===== src/rtl/maze_frame_renderer.sv =====
// Walks the LT24 frame pixel by pixel. Each 8x8 tile maps to one maze cell bit, and the
// resulting RGB565 value is written through the LT24Display pixel handshake.
module maze_frame_renderer #(
    parameter int unsigned WIDTH          = 240,
    parameter int unsigned HEIGHT         = 320,
    parameter int unsigned MAZE_W         = 30,
    parameter int unsigned MAZE_H         = 10,
    parameter logic [15:0] WALL_COLOUR    = 16'h0000,
    parameter logic [15:0] FLOOR_COLOUR   = 16'h07E0,
    parameter logic [15:0] PLAYER_COLOUR  = 16'hF800,
    parameter logic [15:0] OUTSIDE_COLOUR = 16'h001F
) (
    input  logic        clock,
    input  logic        resetApp,
    input  logic        frameStart,
    input  logic        mazeReady,
    output logic [10:0] cellAddr,
    input  logic        cellData,
    input  logic [4:0]  playerX,
    input  logic [3:0]  playerY,
    output logic [7:0]  xAddr,
    output logic [8:0]  yAddr,
    output logic [15:0] pixelData,
    output logic        pixelWrite,
    input  logic        pixelReady,
    output logic        busy,
    output logic        frameDone
);

    typedef enum logic [2:0] {
        StIdle,
        StFetch,
        StWait,
        StWrite,
        StAdvance
    } state_e;

    localparam logic [7:0]  XLast     = 8'(WIDTH - 1);
    localparam logic [8:0]  YLast     = 9'(HEIGHT - 1);
    localparam logic [8:0]  MazeRows  = 9'(MAZE_H * 8);
    localparam logic [10:0] RowStride = 11'(MAZE_W);
    localparam logic [4:0]  TileCols  = 5'(MAZE_W);
    localparam logic [3:0]  TileRows  = 4'(MAZE_H);

    state_e      state_q, state_d;
    logic [7:0]  x_q, x_d;
    logic [8:0]  y_q, y_d;
    logic [10:0] cell_addr_q, cell_addr_d;
    logic [15:0] pixel_q, pixel_d;
    logic [4:0]  player_x_q, player_x_d;
    logic [3:0]  player_y_q, player_y_d;
    logic        frame_done_q, frame_done_d;

    logic [10:0] tile_addr;
    logic        in_maze;
    logic        player_valid;
    logic        player_hit;
    logic        last_pixel;

    assign tile_addr    = {6'd0, x_q[7:3]} + RowStride * {5'd0, y_q[8:3]};
    assign in_maze      = (y_q < MazeRows);
    // Out-of-range player coordinates must never light a tile.
    assign player_valid = (player_x_q < TileCols) && (player_y_q < TileRows);
    assign player_hit   = in_maze && player_valid && (x_q[7:3] == player_x_q) &&
                          (y_q[8:3] == {2'b00, player_y_q});
    assign last_pixel   = (x_q == XLast) && (y_q == YLast);

    always_comb begin
        state_d      = state_q;
        x_d          = x_q;
        y_d          = y_q;
        cell_addr_d  = cell_addr_q;
        pixel_d      = pixel_q;
        player_x_d   = player_x_q;
        player_y_d   = player_y_q;
        frame_done_d = 1'b0;

        unique case (state_q)
            StIdle: begin
                if (frameStart && mazeReady) begin
                    player_x_d = playerX;
                    player_y_d = playerY;
                    x_d        = 8'd0;
                    y_d        = 9'd0;
                    state_d    = StFetch;
                end
            end
            StFetch: begin
                // Below the maze the address freezes so the cell port stays quiet.
                if (in_maze) begin
                    cell_addr_d = tile_addr;
                end
                state_d = StWait;
            end
            StWait: begin
                if (player_hit) begin
                    pixel_d = PLAYER_COLOUR;
                end else if (in_maze && cellData) begin
                    pixel_d = WALL_COLOUR;
                end else if (in_maze) begin
                    pixel_d = FLOOR_COLOUR;
                end else begin
                    pixel_d = OUTSIDE_COLOUR;
                end
                state_d = StWrite;
            end
            StWrite: begin
                if (pixelReady) begin
                    frame_done_d = last_pixel;
                    state_d      = StAdvance;
                end
            end
            StAdvance: begin
                if (last_pixel) begin
                    x_d     = 8'd0;
                    y_d     = 9'd0;
                    state_d = StIdle;
                end else begin
                    if (x_q < XLast) begin
                        x_d = x_q + 8'd1;
                    end else begin
                        x_d = 8'd0;
                        y_d = y_q + 9'd1;
                    end
                    state_d = StFetch;
                end
            end
            default: state_d = StIdle;
        endcase
    end

    always_ff @(posedge clock or posedge resetApp) begin
        if (resetApp) begin
            state_q      <= StIdle;
            x_q          <= 8'd0;
            y_q          <= 9'd0;
            cell_addr_q  <= 11'd0;
            pixel_q      <= 16'd0;
            player_x_q   <= 5'd0;
            player_y_q   <= 4'd0;
            frame_done_q <= 1'b0;
        end else begin
            state_q      <= state_d;
            x_q          <= x_d;
            y_q          <= y_d;
            cell_addr_q  <= cell_addr_d;
            pixel_q      <= pixel_d;
            player_x_q   <= player_x_d;
            player_y_q   <= player_y_d;
            frame_done_q <= frame_done_d;
        end
    end

    assign cellAddr   = cell_addr_q;
    assign xAddr      = x_q;
    assign yAddr      = y_q;
    assign pixelData  = pixel_q;
    assign pixelWrite = (state_q == StWrite);
    assign busy       = (state_q != StIdle);
    assign frameDone  = frame_done_q;

endmodule

===== config.mk =====
export PLATFORM = sky130hd
export DESIGN_NAME = maze_frame_renderer
export DESIGN_NICKNAME = d
export VERILOG_FILES = /design/src/rtl/maze_frame_renderer.sv
export SDC_FILE = /design/constraint.sdc
export NUM_CORES = 1
export LEC_CHECK = 0
export ABC_CLOCK_PERIOD_IN_PS = 8400
export CAP_MARGIN = 20
export CORE_MARGIN = 2
export CORE_UTILIZATION = 55
export CTS_CLUSTER_SIZE = 14
export DETAILED_ROUTE_END_ITERATION = 6
export PLACE_DENSITY = 0.85
export SLEW_MARGIN = 20
export SYNTH_ARGS = -nofsm -noshare
export SYNTH_HDL_FRONTEND = slang
export SYNTH_SLANG_ARGS = --single-unit

===== constraint.sdc =====
create_clock -name clock -period 8.4 [get_ports clock]
set_input_delay 2.52 -clock clock [delete_from_list [all_inputs] [get_ports clock]]
set_output_delay 2.52 -clock clock [all_outputs]
set_load 0.01 [all_outputs]

==> results.txt <==
status: completed
fin. max-slew vios: 0
post-layout min period: 4.20 ns
area of the multi-input gates: 0.00171 mm^2
CTS tree: yes
final setup fails: 0
Sum Neg Setup Slack: 0 ns
Reg area: 0.00110 mm^2
Async SR Flop Fraction: 100%
HP Class: reg -> reg
Worst Slack Setup Final: 4.20 ns
Synth-to-Final Area Change: 23.2%
worst skew pair latency: 0.30 ns
die extent in y: 78.3 um
cell area after synthesis: 0.00303 mm^2
post-route clock period utilization: 50.0%
fillers: 430
cts hold-fix bufs: 0
post_cts resized: 0
largest net degree at the start of global routing: 45
sequential share of the synthesized area: 36.3%
core box area: 0.00541 mm^2
Post-Synth Simple-Gate Area: 14.5%
DRC: 0
CP Capture Type: flop
Initial Util: 56.1%
fin util: 69.2%
most common cell after layout, fill and taps aside: clkdlybuf4s50_1
Worst-path clk slew: 0.09 ns
# H-tree levels: 2
metal3 WL: 321 um
Syn Nets: 357
number of nets with antenna violations after routing: 0
number of global-route vias before repair: 2315
largest family of logic cells by synthesized area: adder cells
post-DP HPWL: 4770 um
Overall Global Routing Usage: 22.4%
maximum VDD drop: 0.134 mV
crit start category: input port
Max-cap violations: 0
CTS sink count: 44
root buf cell: clkbuf_8
fin nets: 407
#FFs+latches synth: 44
dpl ws: 3.88 ns
Gate Count Post-Synth: 306
Post-Synth Adder-Cell Area: 17.3%
commonest non-fill, non-tap cells in the layout: clkdlybuf4s50_1, dfrtp_1, nand2_1, nor2_1, ha_1
critical path class: in -> reg
ys flop type: dfrtp_1
die footprint: 0.00613 mm^2
met1 wire length: 2770 um
RSZ-0062 raised after global routing: no
peak fanout along the critical path: 11
Final Total Pwr: 764 uW
post-CTS setup buffers: 0
first-pass GRT wire length: 10700 um
initial antenna violation count: 0
row count: 27
# diodes: 0
Distinct cells, synth: 49
total met2 wirelength after detailed routing: 3150 um
Achievable Freq: 238 MHz
FF-to-FF setup slack: 4.59 ns
Compound-Gate Fraction of Synth Area: 10.3%
Vias per Instance: 5.39
CP required: 8.58 ns
Inst Count DP: 421
Pwr Density: 204 mW/mm^2
Worst Tran Pin Value: 0.863 ns
Non-Filler Instances: 429
DR iter-0 viols: 90
Worst EP arrival: 4.38 ns
post-synthesis mux area share: 5.90%
gpl congestion: 0.793
Syn Area/Cell: 9.92 um^2
Top Layer Used: met4
Pre-antenna DRT Iters: 4
number of synthesized flops with an enable pin: 0
clock skew: 0.0106 ns
vias: 2311
Final Hold Vio Count: 0
boundary pin count: 62
global route overflow: 0
CTS buffer count: 5
die width: 78.3 um
post-synthesis xor/xnor area fraction: 8.49%
Slew HR: 42.2%
I/O Buffers: 61
drt wl/cell: 14.7 um
final wirelength: 6300 um
CTS Buffer Depth: 2
leakage power: 1.78 nW
layout cells sized above 1: 8.12%
Ys Warns: 0
==> cell type report <==
class                      count  area share (%)
sequential                    44            29.5
clock inverter                 2            1.04
tap                           72            2.41
timing repair buffer          62            16.5
multi-input combinational    218            45.8
clock buffer                   6            2.21
inverter                      25            2.51
==> cells in the mapped netlist (2+ instances only) <==
library cell  instances  area, um^2
nor2_2                2        12.5
nand4_1               5        31.3
clkbuf_1              3        11.3
fa_1                 10         200
buf_4                14         105
o21ai_1              11        55.1
nor3_1                7        35.0
xor2_1               13         114
o22ai_1               2        12.5
nor2_1               26        97.6
a21o_1                3        22.5
mux2_1                5        56.3
or3_1                 2        12.5
nand3_1               5        25.0
mux2_2               10         113
nand2_1              26        97.6
inv_1                25        93.8
nor2b_1               2        12.5
o21ai_0              11        55.1
xnor2_1              12         105
nor4_1                2        12.5
and3_1                7        43.8
dfrtp_1              44        1100
ha_1                 26         325
a21oi_1               9        45.0
==> worst paths after layout <==
kind                                  start           end  depth (start not counted)
worst min-delay path            cellAddr[5]   cellAddr[5]                          2
worst min register to register  cellAddr[5]   cellAddr[5]                          2
min in group asynchronous          resetApp   cellAddr[9]                          3
worst max-delay path             frameStart      xAddr[4]                          6
worst max register to register     yAddr[6]  cellAddr[10]                         12
max in group asynchronous          resetApp    state_q[0]                          3
==> kinds of logic after synthesis <==
kind of cell | after synthesis
AO/OA/AOI/OAI | 48
adder cells (fa/ha/maj) | 36
flip-flops | 44
AND/OR/NAND/NOR | 91
buffers and inverters | 44
XOR/XNOR | 27
multiplexers | 16
==> layer usage <==
metal / vias up / global-route usage [%]
met5: - / 0
met1: 1126 / 29.4
met4: 0 / 6.67
met2: 56 / 38.1
met3: 6 / 3.68
li1: 1123 / -
==> state kept, by name (all words and copies together), names as in the netlist <==
register    flops
cellAddr       11
frameDone       1
pixelData       3
player_x_q      5
player_y_q      4
state_q         3
xAddr           8
yAddr           9
==> through the flow <==
stage | hold WS (ns) | instance area, um^2
after floorplan | 0.474 | 3030
after global placement | 0.470 | 3620
after detailed placement | 0.474 | 3620
after CTS | 0.496 | 3740
after global routing | 0.518 | 3740
final | 0.489 | 3740
==> where the power goes <==
part	internal, mW	leakage, nW	total, mW	switching (mW)
registers	0.263	0.585	0.328	0.0646
logic	0.141	1.13	0.262	0.121
clock network	0.0973	0.0614	0.174	0.0764
==> worst max-delay path, cell delays in order <==
cell	delay (ns)
clkdlybuf4s50_1	0.46
nand2_1	0.10
nor2_1	0.69
nor2_1	0.26
o21ai_0	0.25
o21ai_0	0.11
Note: power is estimated with default switching activity, not from simulation.
